[src/rtl/debug_trap_collect_pkg.sv]
// -----------------------------------------------------------------------------
// debug_trap_collect_pkg
//   Shared debug definitions used by the data-breakpoint trap collector and the
//   DR7 enable decoder:
//     - NUM_BP          : number of hardware breakpoints
//     - DR7_* offsets   : position of the L/G enable bits for a breakpoint
//     - dtc_state_e     : trap-collector FSM encoding (IDLE / ACCUM / REQ)
// -----------------------------------------------------------------------------
package debug_trap_collect_pkg;

  localparam int NUM_BP = 4;

  // DR7 holds one {G,L} pair per breakpoint, breakpoint n at bits [2n+1:2n].
  localparam int DR7_BP_STRIDE = 2;
  localparam int DR7_L_OFS     = 0;
  localparam int DR7_G_OFS     = 1;

  typedef enum logic [1:0] {
    DTC_IDLE  = 2'd0,  // accumulator empty, no request
    DTC_ACCUM = 2'd1,  // hits collected for the in-flight instruction
    DTC_REQ   = 2'd2   // debug trap requested, waiting for exc_ack
  } dtc_state_e;

endpackage : debug_trap_collect_pkg

[src/rtl/debug_bp_enable_decode.sv]
// -----------------------------------------------------------------------------
// debug_bp_enable_decode
//   Maps the breakpoint enable field of DR7 to one enable bit per breakpoint.
//   A breakpoint is enabled when either its local (L) or global (G) bit is set.
//   Shared between the data-breakpoint and instruction-breakpoint paths.
//
// Ports
//   dr7_lg_i : DR7 enable field, {G,L} pair per breakpoint
//   en_o     : per-breakpoint enable
// -----------------------------------------------------------------------------
module debug_bp_enable_decode
  import debug_trap_collect_pkg::*;
#(
  parameter int NUM_BP = 4
) (
  input  logic [DR7_BP_STRIDE*NUM_BP-1:0] dr7_lg_i,
  output logic [NUM_BP-1:0]               en_o
);

  for (genvar n = 0; n < NUM_BP; n++) begin : g_en
    assign en_o[n] = dr7_lg_i[DR7_BP_STRIDE*n + DR7_L_OFS]
                   | dr7_lg_i[DR7_BP_STRIDE*n + DR7_G_OFS];
  end

endmodule : debug_bp_enable_decode

[src/rtl/debug_trap_collect.sv]
// -----------------------------------------------------------------------------
// debug_trap_collect
//   Collects data-breakpoint hits for the in-flight instruction and, when that
//   instruction commits, reports them as a one-cycle DR6 update and raises a
//   debug-trap request if any reported breakpoint is enabled in DR7. Data
//   breakpoints are traps, so nothing is reported before commit.
//
// Ports
//   clk, rst_n      : clock, synchronous active-low reset
//   dr7             : debug control (L/G enable pairs in the low bits)
//   rd_debug_read   : read-side breakpoint hits, level-valid per cycle
//   wr_debug_write  : write-side breakpoint hits, level-valid per cycle
//   instr_commit    : pulse, current instruction retires
//   instr_flush     : pulse, current instruction is killed (wins over commit)
//   exc_ack         : exception unit accepts the debug trap
//   dr6_set_valid   : pulse, OR dr6_set into DR6
//   dr6_set         : B3..B0 to set in DR6, zero when dr6_set_valid is low
//   debug_exc_req   : debug-trap request, held until exc_ack
//   bp_pending      : accumulator contents, for observation
//   All outputs are registered.
// -----------------------------------------------------------------------------
module debug_trap_collect
  import debug_trap_collect_pkg::*;
#(
  parameter int NUM_BP = 4
) (
  input  logic              clk,
  input  logic              rst_n,
  input  logic [31:0]       dr7,
  input  logic [NUM_BP-1:0] rd_debug_read,
  input  logic [NUM_BP-1:0] wr_debug_write,
  input  logic              instr_commit,
  input  logic              instr_flush,
  input  logic              exc_ack,
  output logic              dr6_set_valid,
  output logic [NUM_BP-1:0] dr6_set,
  output logic              debug_exc_req,
  output logic [NUM_BP-1:0] bp_pending
);

  localparam int EN_W = DR7_BP_STRIDE * NUM_BP;

  logic [NUM_BP-1:0] en;
  logic              dr7_unused;

  // Only the enable pairs matter here; the rest of DR7 (lengths, types)
  // is consumed by the comparators upstream.
  assign dr7_unused = ^dr7[31:EN_W];

  debug_bp_enable_decode #(
    .NUM_BP (NUM_BP)
  ) u_en_decode (
    .dr7_lg_i (dr7[EN_W-1:0]),
    .en_o     (en)
  );

  dtc_state_e        state_q, state_d;
  logic [NUM_BP-1:0] acc_q, acc_d;
  logic              dr6_set_valid_q, dr6_set_valid_d;
  logic [NUM_BP-1:0] dr6_set_q, dr6_set_d;
  logic              req_q, req_d;

  logic [NUM_BP-1:0] hits_now;
  logic              commit_ok;

  // Hits arriving in the commit cycle belong to the committing instruction.
  assign hits_now  = acc_q | rd_debug_read | wr_debug_write;
  // A commit while a trap is still pending is a protocol error and is ignored;
  // a flush in the same cycle kills the instruction outright.
  assign commit_ok = instr_commit && !instr_flush && (state_q != DTC_REQ);

  always_comb begin
    // NOTE: every signal driven here gets a default first so no path leaves
    // it unassigned, which would otherwise infer a latch.
    state_d         = state_q;
    acc_d           = hits_now;
    dr6_set_valid_d = 1'b0;
    dr6_set_d       = '0;

    if (instr_flush) begin
      acc_d = '0;
    end else if (commit_ok) begin
      acc_d           = '0;
      dr6_set_valid_d = |hits_now;
      dr6_set_d       = hits_now;
    end

    case (state_q)
      DTC_REQ: begin
        if (exc_ack) state_d = (acc_d != '0) ? DTC_ACCUM : DTC_IDLE;
      end
      default: begin
        // DR6 reports every match; only enabled matches raise the trap.
        if (commit_ok && |(hits_now & en)) state_d = DTC_REQ;
        else                               state_d = (acc_d != '0) ? DTC_ACCUM : DTC_IDLE;
      end
    endcase

    req_d = (state_d == DTC_REQ);
  end

  always_ff @(posedge clk) begin
    // NOTE: sequential state uses non-blocking assignments so every register
    // samples the pre-edge values regardless of statement order.
    if (!rst_n) begin
      state_q         <= DTC_IDLE;
      acc_q           <= '0;
      dr6_set_valid_q <= 1'b0;
      dr6_set_q       <= '0;
      req_q           <= 1'b0;
    end else begin
      state_q         <= state_d;
      acc_q           <= acc_d;
      dr6_set_valid_q <= dr6_set_valid_d;
      dr6_set_q       <= dr6_set_d;
      req_q           <= req_d;
    end
  end

  assign dr6_set_valid = dr6_set_valid_q;
  assign dr6_set       = dr6_set_q;
  assign debug_exc_req = req_q;
  assign bp_pending    = acc_q;

endmodule : debug_trap_collect

[config.mk]
export PLATFORM = sky130hd
export DESIGN_NAME = debug_trap_collect
export DESIGN_NICKNAME = d
export VERILOG_FILES = /design/src/rtl/debug_trap_collect_pkg.sv /design/src/rtl/debug_bp_enable_decode.sv /design/src/rtl/debug_trap_collect.sv
export SDC_FILE = /design/constraint.sdc
export NUM_CORES = 1
export LEC_CHECK = 0
export BUFFER_PORTS_ARGS = -buffer_cell sky130_fd_sc_hd__buf_2
export CORE_UTILIZATION = 29
export DETAILED_ROUTE_END_ITERATION = 8
export HOLD_SLACK_MARGIN = 0.08
export MAX_ROUTING_LAYER = met4
export PLACE_DENSITY = 0.81
export SLEW_MARGIN = 5
export SYNTH_ARGS = -nofsm -noshare
export SYNTH_HDL_FRONTEND = slang
export SYNTH_SLANG_ARGS = --single-unit
[constraint.sdc]
create_clock -name clk -period 1.05 [get_ports clk]
set_input_delay 0.105 -clock clk [delete_from_list [all_inputs] [get_ports clk]]
set_output_delay 0.105 -clock clk [all_outputs]
set_load 0.01 [all_outputs]
# Yosys cells after proc, flatten, opt, wreduce, memory -nomap -nowiden
# Cells that the tools add are included.
classes:
  n_addsub: 0
  mul: 0
  div_mod_pow: 0
  n_lt_le_gt_ge: 0
  eq_ne: 3
  shift: 0
  n_mux: 6
  n_bitwise: 9
  n_reduce_logical: 8
ops:
  columns: ["op", "count"]
  rows:
  - ["$mux 4", 2]
  - ["$or 4x4->4", 2]
  - ["$reduce_or 4->1", 2]
  - ["$mux 2", 3]
  - ["$and 4x4->4", 1]
  - ["$eq 2x2->1 const B", 2]
  - ["$or 1x1->1", 4]
  - ["$reduce_bool 4->1", 1]
  - ["$logic_and 1x1->1", 3]
  - ["$reduce_or 3->1", 1]
  - ["$ne 2x2->1 const B", 1]
  - ["$not 1->1", 2]
  - ["$logic_not 1->1", 1]
  - ["$mux 1", 1]
word_totals:
  register_bits: 12
  latch_bits: 0
  ramBits: 0
  rom_bits: 0
  inputBits: 45
  output_inout_bits: 10
  mem_count: 0

# Depth between registers and ports, before layout
logic_depth:
  ltp_word: 10
  ltp_mapped: 3
  depth_no_buf: 3

# Cells and area by module
# From an unflattened synthesis, not the netlist that was laid out.
hier_totals:
  cells_unflattened: 43
  hier_area_um2: 457.9
modules_own_cells:
  columns: ["module", "n_inst", "cells_per_inst", "area_per_inst_um2"]
  rows:
  - ["debug_trap_collect", 1, 39, 432.9]
  - ["debug_bp_enable_decode", 1, 4, 25.0]

# Worst setup path after synthesis
# No wires, ideal clock.
synth_path:
  kind: "reg2reg"
  start: "register acc_q[2] (netlist: bp_pending[2])"
  end: "register state_q[0]"
  setup_time_ps: 119
  t_arrival_ps: 874
  required_time_ps: 931
  setup_slack_ps: 57
  path_stages_with_launch: 4
  path_buffers: 0
  period_less_slack_ps: 993
  path_cell_list: "dfxtp_1 nor3_1 and4_1 nor3_2"
synth_between:
  elab_chain_cells: 8
  elab_cells_between_ends: 12
synth_lines:
  columns: ["element", "line", "rtl"]
  rows:
  - ["start: declaration", "debug_trap_collect.sv:58", "logic [NUM_BP-1:0] acc_q, acc_d;"]
  - ["start signal: assignment", "debug_trap_collect.sv:107", "acc_q <= '0;"]
  - ["start signal: assignment", "debug_trap_collect.sv:113", "acc_q <= acc_d;"]
  - ["$or 4x4->4 * (2 in a row)", "debug_trap_collect.sv:67", "assign hits_now = acc_q | rd_debug_read | wr_debug_write;"]
  - ["$mux 4", "debug_trap_collect.sv:82", "end else if (commit_ok) begin"]
  - ["$mux 4", "debug_trap_collect.sv:80", "if (instr_flush) begin"]
  - ["$reduce_bool 4->1", "debug_trap_collect.sv:90, debug_trap_collect.sv:95", null]
  - ["$mux 1", "debug_trap_collect.sv:90, debug_trap_collect.sv:95", null]
  - ["$mux 2, on equally long branches", "debug_trap_collect.sv:94, debug_trap_collect.sv:90", null]
  - ["$mux 2 *", "debug_trap_collect.sv:88", "case (state_q)"]
  - ["end signal: assignment", "debug_trap_collect.sv:112", "state_q <= state_d;"]
  - ["end: declaration", "debug_trap_collect.sv:57", "dtc_state_e state_q, state_d;"]
# Mark *: on every way between the ends. The rest lies on a longest branch, timed or not.
# A chain may end at the register's enable or synchronous reset.

# Worst setup path after layout
layout_path:
  start: "register acc_q[2] (netlist: bp_pending[2])"
  end: "register req_q (netlist: debug_exc_req)"
layout_between:
  elab_chain_cells: 9
  elab_cells_between_ends: 13
layout_lines:
  columns: ["element", "line", "rtl"]
  rows:
  - ["$or 4x4->4 * (2 in a row)", "debug_trap_collect.sv:67", null]
  - ["$mux 4", "debug_trap_collect.sv:82", null]
  - ["$mux 4", "debug_trap_collect.sv:80", null]
  - ["$reduce_bool 4->1", "debug_trap_collect.sv:90, debug_trap_collect.sv:95", null]
  - ["$mux 1", "debug_trap_collect.sv:90, debug_trap_collect.sv:95", null]
  - ["$mux 2, on equally long branches", "debug_trap_collect.sv:94, debug_trap_collect.sv:90", null]
  - ["$mux 2 *", "debug_trap_collect.sv:88", null]
  - ["$eq 2x2->1 *", "debug_trap_collect.sv:99", "req_d = (state_d == DTC_REQ);"]
  - ["end signal: assignment", "debug_trap_collect.sv:116", "req_q <= req_d;"]
  - ["end: declaration", "debug_trap_collect.sv:61", "logic req_q, req_d;"]
# Marks and branches as above.

==> metrics <==
Fin. Hold Viols=0; Achievable Freq=approximately 1.0 GHz; worst r2r path cells=3; Pleak=0.353 nW; Buffers on Ports=30; Synth warnings=0; Inserted Clock Buffers=3; setup slack after layout=about 0.06 ns; via count=461; Setup CP Type=reg2reg; Die Height=39.8 µm; pre-CTS WS=-0.0776 ns; Die Wd=39.8 µm; core area=1320 µm²; Reg clk slew, reported paths=0.07 ns; DRC=0; 1st-pass router iterations=4; Antenna Violating Nets Remaining=0; final WL=1090 µm; Slew Limit Headroom=0.844; pin count of the biggest net entering global routing=8; Worst Tran Pin Value=between 0.2 and 0.25 ns; Setup crit start kind=flip-flop; clock root cell=clkbuf_4; drt wl/cell=11.8 µm; status=complete, no violations; DR iter-0 viols=5; RSZ-0062 raised after global routing=no; worst hold endpoint=state_q[0]$_SDFF_PN0_; CTS Sinks=12; Syn Inst Count=39; initial antenna violation count=0; Initial Utilization=0.315; H-tree lvl count=1; hpwl dp=around 870 µm; final setup vio count=0; Final Max Slew Viols=0; hold_sp=exc_ack; Layout area overhead=74.1%; Period minus WS final=between 0.9 and 1 ns; Finished Core Util=0.549; register area share after synthesis=0.578; Hold Path Depth=3; count of cell types in the netlist=12; worst vdd ir=approximately 800 µV; Reg-to-Reg Start=bp_pending[2]$_SDFF_PN0_; Pwr per Cell Area=1390 nW/µm²; CP endpoint kind=flip-flop; final cycle utilization of the critical path=0.943; Avg Vias per Cell=4.96; Skew-Pair Late Insertion Delay=0.27 ns; Hold Crit Class=in2reg; Worst R2R End=debug_exc_req$_SDFF_PN0_; # rows=13; syn nets=84; share of cells above drive strength 1=0.628; IO Pins=55; number of global-route vias before repair=394; # nets final=around 120; flop-to-flop setup slack=0.06 ns; cell area after synthesis=415 µm²; GRT Overall Usage=0.169; total gr overflow=0; syn_area_per_cell=10.7 µm²; first-pass GRT wire length=between 1500 and 2000 µm; Worst Skew=0.000466 ns; Arr. time, crit path=1.16 ns; full die area=1590 µm²; max-cap viol count=0; Ant. Diodes=0; Clock Path Buffers=2; Required @ worst endpoint=roughly 1.2 ns; critical path peak fanout=3; CTS tree=done; Seq cells post-synth=12; Final Wtd Congestion=about 0.79
## cell families after synthesis
| logic type | synth area share |
|---|---|
| simple gates | 0.250 |
| flops | 0.578 |
| compound gates | 0.172 |
## timing repair
action	4_1_cts	5_1_grt
pin swaps	3	2
hold endpoints to repair	2	0
buffers inserted	0	0
setup endpoints to repair	2	4
hold buffers	1	0
gates resized for setup	3	7
## critical path, stage by stage, from the launching register on
cell	delay, ns
dfxtp_2	0.34
o32ai_4	0.21
o2111a_1	0.25
o2bb2ai_1	0.08
## area by class of cell
| type | instances | area, µm² |
|---|---|---|
| Clock buffer | 4 | 36.3 |
| Sequential cell | 12 | 243 |
| Timing Repair Buffer | 35 | 190 |
| Tap cell | 15 | 18.8 |
| Multi-Input combinational cell | 27 | 235 |
| Fill cell | 120 | 594 |
## worst max-delay path by stage
stage | startpoint | endpoint | slack, ns
finish | bp_pending[2]$_SDFF_PN0_ | debug_exc_req$_SDFF_PN0_ | 0.06
global route | bp_pending[0]$_SDFF_PN0_ | state_q[0]$_SDFF_PN0_ | 0.01
CTS | bp_pending[2]$_SDFF_PN0_ | dr6_set_valid$_SDFF_PP0_ | 0.01
detailed placement | bp_pending[2]$_SDFF_PN0_ | debug_exc_req$_SDFF_PN0_ | -0.08
global placement | bp_pending[2]$_SDFF_PN0_ | debug_exc_req$_SDFF_PN0_ | -0.006
floorplan | bp_pending[2]$_SDFF_PN0_ | state_q[0]$_SDFF_PN0_ | 0.06
## metrics by stage
| step | instances | setup TNS, ns | hold WS (ns) | power (mW) | instance area, µm² |
|---|---|---|---|---|---|
| 2_1_floorplan | 39 | 0 | 0.222 | 0.546 | 415 |
| 3_3_place_gp | 88 | -0.00640 | 0.335 | 0.620 | 614 |
| 3_5_place_dp | 88 | -0.152 | 0.351 | 0.628 | 614 |
| 4_1_cts | 93 | 0 | 0.102 | 1.00 | 683 |
| 5_1_grt | 93 | 0 | 0.130 | 1.06 | 723 |
| 6_report | 93 | 0 | 0.100 | 1.01 | 723 |
## where the power goes
part           internal, mW  leakage (nW)  switching, mW  total [mW]
logic                0.0871         0.233         0.0724       0.160
clock network         0.211        0.0210          0.149       0.360
registers             0.477        0.0991         0.0107       0.488
total                 0.775         0.353          0.233        1.01
## cell usage in the layout (no fill, tap or decap)
master / instances
nor2_1: 11
nand2b_1: 1
dfxtp_2: 2
clkbuf_4: 3
clkbuf_8: 1
o2111a_1: 1
dlygate4sd3_1: 1
buf_2: 30
dfxtp_1: 10
and2b_1: 1
o2bb2ai_1: 2
a21bo_4: 1
nor3_1: 1
buf_4: 4
o32ai_2: 1
and4_1: 1
o32ai_4: 2
nand3_2: 1
nor3_2: 4
## registers in the layout, indices dropped and copies added, names as in the netlist
register	flops
bp_pending	4
debug_exc_req	1
dr6_set	4
dr6_set_valid	1
state_q	2
## per-layer routing
metal  global-route usage  vias up  wire length (µm)
met5                    -        -                 0
met4                0.103        0                24
met3               0.0682        5                86
met2                0.299       24               592
met1                0.147      207               390
li1                     -      225                 -
## cells in the mapped netlist
library cell  instances  area [µm²]
nand2b_1              1        6.26
o32ai_1               3        26.3
nor3_1                3        15.0
nor2_1               11        41.3
nor3_2                2        20.0
and4_1                1        8.76
dfxtp_1              12         240
o2111a_1              1        11.3
a21bo_4               1        16.3
nand3_1               1        5.00
and2b_1               1        7.51
o2bb2ai_1             2        17.5
Note: power is estimated with default switching activity, not from simulation.
